<file path="src/rtl/ps2_pkg.sv">
// ps2_pkg: shared types and constants for the PS/2 scancode receiver.
//   ps2_state_t  frame FSM state encoding
//   PS2_PFX_EXT  extended-key prefix byte (E0)
//   PS2_PFX_BRK  key-release prefix byte (F0)
//   ps2_event_t  one decoded key event as stored in the event FIFO
package ps2_pkg;

  typedef enum logic [1:0] {
    ST_IDLE,
    ST_DATA,
    ST_PARITY,
    ST_STOP
  } ps2_state_t;

  localparam logic [7:0] PS2_PFX_EXT = 8'hE0;
  localparam logic [7:0] PS2_PFX_BRK = 8'hF0;

  typedef struct packed {
    logic [7:0] code;
    logic       ext;
    logic       brk;
  } ps2_event_t;

endpackage

</file>
<file path="src/rtl/ps2_line_filter.sv">
// ps2_line_filter: brings one asynchronous PS/2 line into the clk domain
// and suppresses glitches.
//   clk   in   system clock
//   rst   in   synchronous, active-high reset (filtered line returns to 1)
//   din   in   raw asynchronous pin
//   dout  out  synchronised, filtered line
// The filtered value only follows the synchronised line once it has seen
// FILTER_LEN consecutive samples that disagree with the current output.
module ps2_line_filter #(
  parameter int unsigned FILTER_LEN = 8
) (
  input  logic clk,
  input  logic rst,
  input  logic din,
  output logic dout
);

  localparam int unsigned CW = (FILTER_LEN > 1) ? $clog2(FILTER_LEN) : 1;

  logic          sync1;
  logic          sync2;
  logic [CW-1:0] cnt;

  always_ff @(posedge clk) begin
    if (rst) begin
      sync1 <= 1'b1;
      sync2 <= 1'b1;
      dout  <= 1'b1;
      cnt   <= '0;
    end else begin
      sync1 <= din;
      sync2 <= sync1;
      // A sample that agrees with the output restarts the run.
      if (sync2 == dout) begin
        cnt <= '0;
      end else if (cnt == CW'(FILTER_LEN - 1)) begin
        dout <= sync2;
        cnt  <= '0;
      end else begin
        cnt <= cnt + CW'(1);
      end
    end
  end

endmodule

</file>
<file path="src/rtl/ps2_scancode_rx.sv">
// ps2_scancode_rx: PS/2 keyboard receiver running entirely in the clk domain.
// Frames start/8 data (LSB first)/odd parity/stop, folds E0/F0 prefixes into
// key events and queues them in a valid/ready FIFO.
//   clk, rst     system clock, synchronous active-high reset
//   kclk, kdata  asynchronous PS/2 pins
//   ev_valid     FIFO non-empty
//   ev_ready     consumer accepts head event
//   ev_code      head scancode (0 when empty)
//   ev_ext       head carried E0 (0 when empty)
//   ev_break     head carried F0 (0 when empty)
//   keycodeout   raw byte history, newest byte in [7:0]
//   err_parity   1-cycle pulse: parity wrong, stop bit good
//   err_frame    1-cycle pulse: stop bit low
//   err_timeout  1-cycle pulse: frame abandoned, kclk stalled
//   overflow     1-cycle pulse: event dropped because FIFO full
module ps2_scancode_rx
  import ps2_pkg::*;
#(
  parameter int unsigned FILTER_LEN     = 8,
  parameter int unsigned TIMEOUT_CYCLES = 200000,
  parameter int unsigned FIFO_DEPTH     = 4,
  parameter int unsigned HIST_BYTES     = 4
) (
  input  logic                    clk,
  input  logic                    rst,
  input  logic                    kclk,
  input  logic                    kdata,
  output logic                    ev_valid,
  input  logic                    ev_ready,
  output logic [7:0]              ev_code,
  output logic                    ev_ext,
  output logic                    ev_break,
  output logic [8*HIST_BYTES-1:0] keycodeout,
  output logic                    err_parity,
  output logic                    err_frame,
  output logic                    err_timeout,
  output logic                    overflow
);

  localparam int unsigned TCW  = $clog2(TIMEOUT_CYCLES);
  localparam int unsigned PW   = $clog2(FIFO_DEPTH);
  localparam int unsigned CNTW = PW + 1;

  // ---------------------------------------------------------------- inputs
  logic kclk_f;
  logic kdata_f;
  logic kclk_prev;
  logic fall;

  ps2_line_filter #(.FILTER_LEN(FILTER_LEN)) u_filt_kclk (
    .clk  (clk),
    .rst  (rst),
    .din  (kclk),
    .dout (kclk_f)
  );

  ps2_line_filter #(.FILTER_LEN(FILTER_LEN)) u_filt_kdata (
    .clk  (clk),
    .rst  (rst),
    .din  (kdata),
    .dout (kdata_f)
  );

  always_ff @(posedge clk) begin
    if (rst) kclk_prev <= 1'b1;
    else     kclk_prev <= kclk_f;
  end

  assign fall = kclk_prev & ~kclk_f;

  // ------------------------------------------------- frame FSM and timeout
  ps2_state_t     state;
  logic [2:0]     bitcnt;
  logic [7:0]     shreg;
  logic           par;
  logic [TCW-1:0] tcnt;
  logic           byte_stb;
  logic [7:0]     byte_q;

  always_ff @(posedge clk) begin
    if (rst) begin
      state       <= ST_IDLE;
      bitcnt      <= '0;
      shreg       <= '0;
      par         <= 1'b0;
      tcnt        <= '0;
      byte_stb    <= 1'b0;
      byte_q      <= '0;
      err_parity  <= 1'b0;
      err_frame   <= 1'b0;
      err_timeout <= 1'b0;
    end else begin
      byte_stb    <= 1'b0;
      err_parity  <= 1'b0;
      err_frame   <= 1'b0;
      err_timeout <= 1'b0;
      // A fall always restarts the stall counter, even on the cycle the
      // counter would otherwise expire.
      if (fall) begin
        tcnt <= '0;
        case (state)
          ST_IDLE: begin
            if (!kdata_f) begin
              state  <= ST_DATA;
              bitcnt <= '0;
            end
          end
          ST_DATA: begin
            shreg  <= {kdata_f, shreg[7:1]};
            bitcnt <= bitcnt + 3'd1;
            if (bitcnt == 3'd7) state <= ST_PARITY;
          end
          ST_PARITY: begin
            par   <= kdata_f;
            state <= ST_STOP;
          end
          ST_STOP: begin
            state <= ST_IDLE;
            if (!kdata_f) begin
              err_frame <= 1'b1;
            end else if (!(^{shreg, par})) begin
              err_parity <= 1'b1;
            end else begin
              byte_stb <= 1'b1;
              byte_q   <= shreg;
            end
          end
          default: state <= ST_IDLE;
        endcase
      end else if (state == ST_IDLE) begin
        tcnt <= '0;
      end else if (tcnt == TCW'(TIMEOUT_CYCLES - 1)) begin
        err_timeout <= 1'b1;
        state       <= ST_IDLE;
        tcnt        <= '0;
      end else begin
        tcnt <= tcnt + TCW'(1);
      end
    end
  end

  // ------------------------------------- prefix decode, history, event FIFO
  logic                      ext_flag;
  logic                      brk_flag;
  logic                      is_ext;
  logic                      is_brk;
  logic                      push_ev;
  logic                      pop_ev;
  logic                      full;
  logic                      do_push;
  logic [8*HIST_BYTES+7:0]   hist_sh;
  ps2_event_t                new_ev;
  ps2_event_t                head;
  ps2_event_t                fifo_mem [FIFO_DEPTH];
  logic [PW-1:0]             wptr;
  logic [PW-1:0]             rptr;
  logic [CNTW-1:0]           count;

  always_comb begin
    is_ext      = (byte_q == PS2_PFX_EXT);
    is_brk      = (byte_q == PS2_PFX_BRK);
    push_ev     = byte_stb && !is_ext && !is_brk;
    pop_ev      = ev_valid && ev_ready;
    full        = (count == CNTW'(FIFO_DEPTH));
    // When full, a simultaneous pop frees the slot this push needs.
    do_push     = push_ev && (!full || pop_ev);
    hist_sh     = {keycodeout, byte_q};
    new_ev      = '0;
    new_ev.code = byte_q;
    new_ev.ext  = ext_flag;
    new_ev.brk  = brk_flag;
    head        = fifo_mem[rptr];
  end

  always_ff @(posedge clk) begin
    if (rst) begin
      ext_flag   <= 1'b0;
      brk_flag   <= 1'b0;
      keycodeout <= '0;
      wptr       <= '0;
      rptr       <= '0;
      count      <= '0;
      overflow   <= 1'b0;
      for (int unsigned i = 0; i < FIFO_DEPTH; i++) fifo_mem[i] <= '0;
    end else begin
      overflow <= 1'b0;
      if (byte_stb) begin
        keycodeout <= hist_sh[8*HIST_BYTES-1:0];
        if (is_ext) begin
          ext_flag <= 1'b1;
        end else if (is_brk) begin
          brk_flag <= 1'b1;
        end else begin
          // Flags clear even when the event itself is dropped.
          ext_flag <= 1'b0;
          brk_flag <= 1'b0;
        end
      end
      if (do_push) begin
        fifo_mem[wptr] <= new_ev;
        wptr           <= wptr + PW'(1);
      end
      if (push_ev && !do_push) overflow <= 1'b1;
      if (pop_ev) rptr <= rptr + PW'(1);
      case ({do_push, pop_ev})
        2'b10:   count <= count + CNTW'(1);
        2'b01:   count <= count - CNTW'(1);
        default: count <= count;
      endcase
    end
  end

  assign ev_valid = (count != '0);
  assign ev_code  = ev_valid ? head.code : '0;
  assign ev_ext   = ev_valid ? head.ext  : 1'b0;
  assign ev_break = ev_valid ? head.brk  : 1'b0;

endmodule

</file>
<file path="config.mk">
export PLATFORM = sky130hd
export DESIGN_NAME = ps2_scancode_rx
export DESIGN_NICKNAME = d
export VERILOG_FILES = /design/src/rtl/ps2_pkg.sv /design/src/rtl/ps2_line_filter.sv /design/src/rtl/ps2_scancode_rx.sv
export SDC_FILE = /design/constraint.sdc
export NUM_CORES = 1
export LEC_CHECK = 0
export CAP_MARGIN = 10
export CORE_ASPECT_RATIO = 0.8
export CORE_MARGIN = 4
export CORE_UTILIZATION = 56
export DETAILED_ROUTE_END_ITERATION = 12
export PLACE_DENSITY = 0.78
export REMOVE_ABC_BUFFERS = 1
export SLEW_MARGIN = 15
export SYNTH_ARGS = -nofsm -noshare
export SYNTH_HDL_FRONTEND = slang
export SYNTH_SLANG_ARGS = --single-unit
</file>
<file path="constraint.sdc">
create_clock -name clk -period 2.9 [get_ports clk]
set_input_delay 0.58 -clock clk [delete_from_list [all_inputs] [get_ports clk]]
set_output_delay 0.58 -clock clk [all_outputs]
set_load 0.01 [all_outputs]
</file>
==> results of run 1 <==
## cell type report
type	instances	area share
repair buffers	60	0.08122
flip-flops and latches	141	0.4570
clock buffers	24	0.06686
inverters	19	0.01011
clock inverters	6	0.01259
well taps	140	0.02483
multi-input cells	363	0.3474
## cells by family after synthesis
| family | Yosys count | synth area share |
|---|---|---|
| xor+xnor | 32 | 0.05053 |
| fa+ha+maj | 12 | 0.02698 |
| flops | 141 | 0.5516 |
| compound gates | 51 | 0.05118 |
| simple gates | 222 | 0.1904 |
| buf+inv | 43 | 0.02891 |
| mux | 46 | 0.1004 |
## worst max-delay path: cells and delay by family, from the launching register on
family | cells | cell delay (ns)
and+or+nand+nor | 1 | 0.14
buffers and inverters | 2 | 0.69
DFF | 1 | 0.30
muxes | 1 | 0.53
## metal layers
metal,track usage,wire length (µm),vias up
li1,-,-,1987
met1,0.2517,4834,1898
met5,0,0,-
met2,0.3273,5436,103
met4,0.06454,91,0
met3,0.06026,617,6
## state kept, by name, summed over array words and instances, names as in the netlist, 2 cells and up, named ones only
name	cells
fifo_mem	40
shreg	8
byte_q	8
wptr	2
count	3
state	2
keycodeout	32
tcnt	18
rptr	2
u_filt_kdata.cnt	3
u_filt_kclk.cnt	3
bitcnt	3
## cells in the mapped netlist, types with 4 or more instances
cell | number | area, µm²
dfxtp_1 | 101 | 2022
nor2_1 | 71 | 266.5
and2_1 | 41 | 256.5
edfxtp_1 | 40 | 1201
nand2_1 | 37 | 138.9
mux2i_1 | 35 | 350.3
a21oi_1 | 21 | 105.1
inv_1 | 19 | 71.32
xnor2_1 | 19 | 166.4
clkbuf_1 | 17 | 63.81
nor3_1 | 15 | 75.07
nor2b_1 | 13 | 81.33
o21ai_0 | 12 | 60.06
xor2_1 | 12 | 105.1
ha_1 | 11 | 137.6
mux4_2 | 10 | 225.2
nand3_1 | 9 | 45.04
buf_1 | 6 | 22.52
or2_2 | 6 | 37.54
a22oi_1 | 5 | 37.54
and3_1 | 5 | 31.28
nand4_1 | 5 | 31.28
or3_2 | 5 | 37.54
nor4_1 | 4 | 25.02
## per-stage QoR
step | TNS (ns) | cell area (µm²)
global route | 0 | 7056
detailed placement | 0 | 6495
floorplan | -4.943 | 5746
finish | 0 | 7056
global placement | 0 | 6495
CTS | 0 | 7056
## worst min path at each step
| stage | endpoint | slack, ns | cells after the start |
|---|---|---|---|
| 6_report | u_filt_kdata.sync2 | 0.41 | 1 |
| 5_1_grt | u_filt_kclk.sync2 | 0.44 | 1 |
| 4_1_cts | u_filt_kdata.sync2 | 0.42 | 1 |
| 3_5_place_dp | u_filt_kdata.sync2 | 0.40 | 1 |
| 3_3_place_gp | u_filt_kdata.sync2 | 0.39 | 1 |
| 2_1_floorplan | u_filt_kclk.sync2 | 0.39 | 1 |
## power by group
part	leakage, nW	internal, mW	total [mW]	switching [mW]
Sequential	1.23	2.07	2.11	0.0397
Combinational	0.956	0.261	0.486	0.225
Clock	0.266	1.30	2.05	0.746
==> impl_metrics.tcl, run 1 <==
set metrics [dict create \
    finalNonFillerCells 753 \
    p_leak_nw 2.450 \
    yosys_warnings 0 \
    synth_edf_count 40 \
    max_stage_delay_ns 0.53 \
    clock-sinks 141 \
    coreArea_um2 10200 \
    start_kind "flip-flop" \
    numPortBuffers 51 \
    row_count 33 \
    multi_input_area_um2 2451 \
    hp-class "flip-flop to flip-flop" \
    r2r-end "fifo_mem[0][1]" \
    layout-drive-gt1-share 0.09788 \
    holdWs_ns 0.4149 \
    nNetsFinal 619 \
    fin_crit_sh 0.9154 \
    grt_pass1_wl_um 18930 \
    setup-violations-final 0 \
    worstPathRequired_ns 2.32 \
    ff2ff_setup_slack_ns 0.57 \
    hpwl_um 7510 \
    wl_per_cell_um 14.58 \
    async_reset_ff_frac 0 \
    drcViolationCount 0 \
    synth-seq-area-share 0.5516 \
    timing_worst_setup_path_type "flip-flop to output port" \
    synth_top_flop_cell "dfxtp_1" \
    syn-instance-count 547 \
    slew_violations 0 \
    timing.fmax_mhz 376.7 \
    status "completed" \
    die_x_um 122.2 \
    r2r_cells 5 \
    end_kind "output port" \
    drtIter0Drc 267 \
    avgSynthCellArea_um2 10.68 \
    fill_cells 764 \
    fin_crit_ns 2.655 \
    dp_slack_ns 0.1279 \
    antenna_found_initial 0 \
    worstHoldStart "u_filt_kdata.sync1" \
    syn_to_final_growth_pct 20.75 \
    r2r_start "byte_q[0]" \
    cap_violations 0 \
    ys_seq_elements 141 \
    slowest_stage "mux4_2" \
    power.density_nw_per_um2 658.7 \
    wl_um 10980 \
    worstPathArrival_ns 2.07 \
    layout_setup_ws_ns 0.2454 \
    vias 3994 \
    p_total_mw 4.647 \
    final_common_cell "dfxtp_1" \
    peakVddDrop_uv 650.3 \
    rsz0062_at_grt "false" \
    die_h_um 99.37 \
    overflow 0 \
    grt_max_degree 61 \
    insertion_delay_ns 0.41 \
    crit_end "ev_code[1]" \
    viasPerCell 5.304 \
    tightest_slew_ns 0.8683 \
    synth_area_um2 5843 \
    layout.area.seq_um2 3224 \
    initial_core_util 0.5729 \
    htreeDepth 4 \
    cp_cell_sequence "buf_4 > mux4_2 > nor2b_1 > clkdlybuf4s50_1" \
    maxSlewHeadroom 0.4167 \
    cts_hold_buf 0 \
    cts_tree "yes" \
    final_util 0.6918 \
    synth_cell_type_count 46 \
    mostFrequentLayoutCells "dfxtp_1, nor2_1, clkdlybuf4s50_1, and2_1, edfxtp_1" \
    dieArea_um2 12140 \
    place_inst 723 \
    ant_nets 0 \
    clock-skew-final_ns 0.007859 \
    track_usage 0.1987 \
    num_io_pins 52 \
    grt_pass1_vias 4013 \
    drtPass1Iterations 4 \
    place_congestion 0.7677 \
    cts_buffer_depth 2 \
    cts_buffers 17 \
    post_cts_buffers 0 \
    hold_viol 0 \
    ctsRootBufferMaster "clkbuf_16" \
    clk_pin_slew_worst_paths_ns 0.06 \
    cp_max_fo 10 \
    cts.repair.resized 0 \
    antenna_cells 0 \
]
Power figures use the tool's default switching activity.
==> run 2: changes to the inputs <==
- CTS_BUF_LIST: not set -> sky130_fd_sc_hd__clkbuf_8
==> run 2 against run 1 <==
Against the previous run: sequential share of layout area is 1.3 points higher; non-clock buffer count stayed put; power is 13% lower; clock power is 29% lower; register-to-register slack about the same; setup slack got worse by 0.021 ns; die area is the same; clock-buffer cell count fell by 5; critical path depth stayed put; sequential power about the same; first-iteration DRC count shrank 7.1%; final cell count unchanged; largest power group unchanged.
==> impl_metrics.tcl, run 2 (same netlist as run 1, synthesis figures left out) <==
set metrics [dict create \
    status "completed" \
    num_io_pins 52 \
    ant_nets 0 \
    timing_worst_setup_path_type "flip-flop to output port" \
    hpwl_um 7510 \
    end_kind "output port" \
    wl_per_cell_um 14.19 \
    place_inst 723 \
    critPathBufInv 2 \
    worstHoldStart "u_filt_kclk.sync1" \
    cp_max_fo 10 \
    cts_hold_buf 0 \
    drtPass1Iterations 5 \
    pwr-share-comb 0.119 \
    internal-power_mw 3.117 \
    p_leak_nw 2.384 \
    start_kind "flip-flop" \
    track_usage 0.1901 \
    place_congestion 0.7677 \
    fin_crit_ns 2.676 \
    dp_slack_ns 0.1279 \
    layout-drive-gt1-share 0.09788 \
    power.switching_uw 941.5 \
    grt_max_degree 61 \
    cts_buffer_depth 2 \
    max_stage_delay_ns 0.53 \
    maxSlewHeadroom 0.3907 \
    htreeDepth 4 \
    dieArea_um2 12140 \
    fin_crit_sh 0.9226 \
    power.density_nw_per_um2 591.2 \
    clock-skew-final_ns 0.009149 \
    die_h_um 99.37 \
    holdPathEnd "u_filt_kclk.sync2" \
    ctsRootBufferMaster "clkbuf_8" \
    tightest_slew_ns 0.9069 \
    overflow 0 \
    cp_cell_sequence "buf_4 > mux4_2 > nor2b_1 > clkdlybuf4s50_1" \
    drcViolationCount 0 \
    slowest_stage "mux4_2" \
    pwr-share-clk 0.361 \
    numPortBuffers 51 \
    peakVddDrop_uv 554.5 \
    drtIter0Drc 248 \
    clk_pin_slew_worst_paths_ns 0.07 \
    syn_to_final_growth_pct 17.47 \
    timing.fmax_mhz 373.8 \
    cp_top_family "buffers and inverters" \
    worstPathRequired_ns 2.32 \
    antenna_cells 0 \
    nNetsFinal 619 \
    setup-violations-final 0 \
    grt_pass1_vias 3925 \
    worstPathArrival_ns 2.10 \
    top_regs "fifo_mem (40), keycodeout (32), tcnt (18)" \
    die_x_um 122.2 \
    r2r-end "fifo_mem[0][1]" \
    viasPerCell 5.328 \
    layout_setup_ws_ns 0.2245 \
    slew_violations 0 \
    hold_viol 0 \
    post_cts_buffers 0 \
    largest_register_ffs 40 \
    vias 4012 \
    insertion_delay_ns 0.42 \
    rsz0062_at_grt "false" \
    p_seq_frac 0.520 \
    cap_violations 0 \
    clock-sinks 141 \
    cts_buffers 17 \
    r2r_start "byte_q[0]" \
    wl_um 10690 \
    mostFrequentLayoutCells "dfxtp_1, nor2_1, clkdlybuf4s50_1, and2_1, edfxtp_1" \
    antenna_found_initial 0 \
    row_count 33 \
    grt_pass1_wl_um 18220 \
    cts.repair.resized 0 \
    coreArea_um2 10200 \
    finalNonFillerCells 753 \
    hp-class "flip-flop to flip-flop" \
    initial_core_util 0.5729 \
    switching_share 0.2320 \
    regMostFlops "fifo_mem" \
    final_common_cell "dfxtp_1" \
    cts_tree "yes" \
    r2r_cells 5 \
    ff2ff_setup_slack_ns 0.57 \
    holdPathStages 1 \
]
-- run 2: cell count changes in the layout (fill, tap and decap cells not counted) --
cell | before | now
clkbuf_1 | 5 | 0
clkbuf_16 | 17 | 0
clkbuf_8 | 2 | 19
inv_1 | 19 | 24
-- run 2: power by group through the flow --
stage / clock, mW / combinational, mW / sequential [mW]
after CTS: 1.50 / 0.491 / 2.11
after floorplan: 0 / 0.267 / 2.16
after global placement: 0 / 0.477 / 2.15
after detailed placement: 0 / 0.493 / 2.16
after global routing: 1.58 / 0.540 / 2.12
final: 1.46 / 0.484 / 2.11
-- run 2: worst max-delay path by stage --
stage | start | endpoint | slack, ns | cells past startpoint
final | flip-flop | ev_code[1] | 0.22 | 4
after detailed placement | ev_ready | fifo_mem[3][5] | 0.13 | 5
after global routing | flip-flop | ev_code[0] | 0.08 | 4
after global placement | ev_ready | fifo_mem[3][5] | 0.20 | 5
after CTS | flip-flop | ev_code[1] | 0.18 | 4
after floorplan | byte_stb | fifo_mem[1][0] | -0.28 | 2
-- run 2: area by class of cell --
type	count	area [µm²]
inverters	19	71.32
multi-input cells	363	2451
clock buffers	19	261.5
flip-flops and latches	141	3224
fillers	791	3334
clock inverters	11	107.6
repair buffers	60	573.1
well taps	140	175.2
-- run 2: per-layer routing --
| layer | vias to the layer above | track usage | share of wire |
|---|---|---|---|
| met5 | - | 0 | 0 |
| met4 | 0 | 0.04991 | 0.0045 |
| met3 | 5 | 0.05685 | 0.057 |
| met2 | 106 | 0.3129 | 0.49 |
| met1 | 1918 | 0.2467 | 0.45 |
| li1 | 1983 | - | - |
-- run 2: through the flow --
stage	power [mW]	TNS (ns)	cell area, µm²	utilization	hold WS, ns
after global placement	2.629	0	6495	0.6369	0.3940
after detailed placement	2.648	0	6495	0.6369	0.4029
after global routing	4.237	0	6864	0.6730	0.4479
after CTS	4.099	0	6864	0.6730	0.4210
final	4.058	0	6864	0.6730	0.4193
after floorplan	2.427	-4.943	5746	-	0.3895
==> RTL change 1 (settings of run 2) <==
The parameter `TIMEOUT_CYCLES` goes from 200000 to 400000.
--- a/src/rtl/ps2_scancode_rx.sv
+++ b/src/rtl/ps2_scancode_rx.sv
@@ -17,7 +17,7 @@
   import ps2_pkg::*;
 #(
   parameter int unsigned FILTER_LEN     = 8,
-  parameter int unsigned TIMEOUT_CYCLES = 200000,
+  parameter int unsigned TIMEOUT_CYCLES = 400000,
   parameter int unsigned FIFO_DEPTH     = 4,
   parameter int unsigned HIST_BYTES     = 4
 ) (
Formal check against the unedited RTL: same outputs for any inputs over 10 cycles, from zero or initial values and one cycle with rst high; that may be too few to reach the edited logic, so the function may still have changed.
==> RTL change 1 against run 2 <==
- area after synthesis rose by 1.1%
- non-clock buffer count fell by 2
- routed wire length barely moved
- via count fell by 1.5%
- cell area rose by 1.4%
- register-to-register slack barely moved
- sequential share of layout area fell by 0.35 points
- global-route usage fell by 0.46 points
- worst setup slack got worse by 0.033 ns
- largest cell class unchanged
- power rose by 8.2%
- worst hold slack improved by 0.0033 ns
- sequential cell count rose by 1
==> RTL change 1: results <==
[sta]
whs_ns = 0.4226
relSlewSlack = 0.4163
skew_ns = 0.01055

[finish]
drive_gt1_frac = 0.1111
fin_nets = 616
n_antenna_cell = 0
fillers = 758
largest_registers = "fifo_mem x40, keycodeout x32, tcnt x19"

[yosys]
synth_ff_type = "dfxtp_1"
synth_edf_count = 40
ys.warnings.count = 0
netlist_top_cells_count = "dfxtp_1, nor2_1, and2_1"
async_reset_ff_frac = 0
yosys.area.top_type_share = 0.3455
ys_types = 45
synth_area_leaders = "dfxtp_1, edfxtp_1, and2_1"
synth_seq_area_share = 0.5488

[cts]
cts_max_level = 4
clk_path_buf_depth = 2
cts_resized = 0
path_clk_slew_ns = 0.08
insertion_delay_ns = 0.43
cts-root-buf = "clkbuf_8"
cts_buffers = 17
post_cts_buffers = 0

[worst_hold_path]
hp-class = "reg -> reg"
hp-start = "u_filt_kclk.sync1"

[route]
wirelength_um = 10690
vias = 3953
drt_iter0_drc = 247
drt_pre_antenna_iters = 4

[worst_setup_path]
path_class = "reg -> out"
rrSetupSlack_ns = 0.57
r2r_start = "byte_q[0]"
cp_data_arrival_time_ns = 2.13
worstPathMaxFanout = 10

[global_routing]
grt_pass1_wl_um = 17970
antenna_found_initial = 0
grt_max_degree = 63
track_usage = 0.1855
grt_pass1_vias = 3781

[placed_design]
dp_hpwl_um = 7424
numPortBuffers = 51
gp_congestion = 0.7909

[pwr]
ir_drop_uv = 425.8
cellLeakagePower_nw = 2.392
p_int_mw = 3.369

[outcome]
status = "completed"
[RTL change 1: cell count changes after synthesis, sizes merged, moves of 6 or more]
cell	before	now
nand2	37	19
nand3	9	22
and2	41	52
nor2b	13	5
nand2b	1	8
nor3	15	9
[RTL change 1: power groups by stage]
stage                     Sequential, mW  Combinational, mW  Clock (mW)
after floorplan                     2.19              0.336           0
after global placement              2.18              0.587           0
after detailed placement            2.18              0.605           0
after CTS                           2.13              0.606        1.70
after global routing                2.14              0.664        1.79
final                               2.13              0.595        1.66
[RTL change 1: cell type report]
type                    instances  area, um^2  share of cell area
clock inverters                14       177.7             0.02553
flip-flops and latches        142        3244              0.4662
repair buffers                 58       558.0             0.08019
well taps                     140       175.2             0.02517
clock buffers                  18       247.7             0.03560
multi-input cells             364        2496              0.3587
inverters                      16       60.06            0.008630
[RTL change 1: critical path, stage by stage (launching register included)]
cell and delay, ns:
dfxtp_1 0.32, buf_4 0.22, mux4_2 0.51, and2_1 0.18, clkdlybuf4s50_1 0.47
[RTL change 1: worst paths after layout]
check | cells past startpoint | to
setup / recovery | 4 | ev_code[3]
hold / removal | 1 | u_filt_kclk.sync2
setup reg to reg | 7 | count[2]
hold reg to reg | 1 | u_filt_kclk.sync2
[RTL change 1: logic make-up after synthesis]
kind of cell / count (synthesis) / synth area share
and+or+nand+nor: 227 / 0.2011
DFF: 142 / 0.5488
AOI/OAI and AO/OA: 49 / 0.04806
muxes: 45 / 0.09803
buffers and inverters: 43 / 0.02879
xor gates and xnor gates: 31 / 0.04849
adders and majority gates: 12 / 0.02668
[RTL change 1: per-layer routing]
metal	wire length (um)	track usage
met4	59	0.04905
met5	0	0
met3	452	0.05577
met1	4895	0.2410
met2	5278	0.3041
[RTL change 1: through the flow]
step,setup slack [ns],instances,cell area [um^2],setup TNS (ns)
2_1_floorplan,-0.2278,522,5799,-2.278
3_3_place_gp,0.1245,720,6534,0
3_5_place_dp,0.07867,720,6534,0
4_1_cts,0.1438,752,6959,0
5_1_grt,0.08099,752,6959,0
6_report,0.1915,752,6959,0
==> RTL change 2 (flow settings as in run 2) <==
Made on the original files. Put one more register stage on the output `err_timeout`. The value now appears one clock later. The other outputs are not delayed to match. Comments in the files are not updated.
--- a/src/rtl/ps2_scancode_rx.sv
+++ b/src/rtl/ps2_scancode_rx.sv
@@ -41,6 +41,8 @@
   localparam int unsigned PW   = $clog2(FIFO_DEPTH);
   localparam int unsigned CNTW = PW + 1;
 
+  logic err_timeout_s0;
+
   // ---------------------------------------------------------------- inputs
   logic kclk_f;
   logic kdata_f;
@@ -88,12 +90,12 @@
       byte_q      <= '0;
       err_parity  <= 1'b0;
       err_frame   <= 1'b0;
-      err_timeout <= 1'b0;
+      err_timeout_s0 <= 1'b0;
     end else begin
       byte_stb    <= 1'b0;
       err_parity  <= 1'b0;
       err_frame   <= 1'b0;
-      err_timeout <= 1'b0;
+      err_timeout_s0 <= 1'b0;
       // A fall always restarts the stall counter, even on the cycle the
       // counter would otherwise expire.
       if (fall) begin
@@ -130,7 +132,7 @@
       end else if (state == ST_IDLE) begin
         tcnt <= '0;
       end else if (tcnt == TCW'(TIMEOUT_CYCLES - 1)) begin
-        err_timeout <= 1'b1;
+        err_timeout_s0 <= 1'b1;
         state       <= ST_IDLE;
         tcnt        <= '0;
       end else begin
@@ -215,5 +217,9 @@
   assign ev_ext   = ev_valid ? head.ext  : 1'b0;
   assign ev_break = ev_valid ? head.brk  : 1'b0;
 
+  always_ff @(posedge clk) begin
+    err_timeout <= err_timeout_s0;
+  end
+
 endmodule
 
Function: same outputs for any inputs over 10 cycles, from zero or initial values and one cycle with rst high; that may be too few to reach the edited logic, so the function may still have changed.
==> RTL change 2 against run 2 <==
- routed wire length is 3.6% higher
- global-route usage is 0.61 points higher
- first-iteration DRC count is 41% higher
- sequential cell count is 1 higher
- area after synthesis is 0.34% higher
- register-to-register slack worse by 0.10 ns
- highest routed layer unchanged
- power is 1.6% higher
- worst setup slack worse by 0.035 ns
- cell area is 0.89% higher
==> RTL change 2: results <==
[yosys]
synth_area_leaders = "dfxtp_1, edfxtp_1, mux2i_1"
netlist_top_cells_count = "dfxtp_1, nor2_1, and2_1"
muxShareOfSynthArea = 0.1001
synth_compound_area_frac = 0.05100
synth_xor_area_frac = 0.05036
synth_fa_ha_area_frac = 0.02689

[global_routing]
grt_pass1_wl_um = 18820
track_usage = 0.1962
met2_usage = 0.3197
use_met1 = 0.2483
grt_max_degree = 59
grt_pass1_vias = 3968

[pwr]
ir_drop_uv = 336.8
cellLeakagePower_nw = 2.410

[worst_hold_path]
hp-start = "err_timeout_s0"
worstHoldPathCells = 0
whs_endpoint = "err_timeout"

[route]
wl_per_cell_um = 14.60
wl_met2_um = 5400
drt_pre_antenna_iters = 4
routed-wl-met3_um = 602
drt_iter0_drc = 349
vias_per_cell = 5.246
drt-met1-wl_um = 4888

[sta]
relSlewSlack = 0.4537
skew_ns = 0.01142

[placed_design]
placed_area_mm2 = 0.006538
dp_hpwl_um = 7773
gp_congestion = 0.8194

[finish]
drive_gt1_frac = 0.1066

[worst_setup_path]
critPathCapture = "ev_code[3]"
cp_data_arrival_time_ns = 2.13
worstReg2RegEnd = "fifo_mem[0][9]"

[cts]
insertion_delay_ns = 0.44

[outcome]
status = "completed"
==> RTL change 2: cell type report <==
cell class,instances,area [um^2]
clock inverter,13,126.4
sequential,142,3244
inverter,19,71.32
timing repair buffer,63,595.6
clock buffer,19,261.5
multi-input combinational,363,2451
fill,809,3314
tap,140,175.2
==> RTL change 2: per-stage QoR <==
stage / TNS, ns / hold WS, ns / power, mW / setup WS, ns / std cells
finish: 0 / 0.3293 / 4.123 / 0.1897 / 759
global route: 0 / 0.3470 / 4.316 / 0.08520 / 759
CTS: 0 / 0.3323 / 4.159 / 0.1464 / 759
detailed placement: 0 / 0.3201 / 2.657 / 0.2123 / 727
global placement: 0 / 0.3185 / 2.647 / 0.2530 / 727
floorplan: -4.943 / 0.3096 / 2.441 / -0.2827 / 524
==> RTL change 2: power breakdown <==
group	switching [mW]	internal [mW]	leakage (nW)	total [mW]
sequential	0.0402	2.08	1.24	2.12
clock	0.721	0.797	0.203	1.52
combinational	0.218	0.263	0.971	0.481
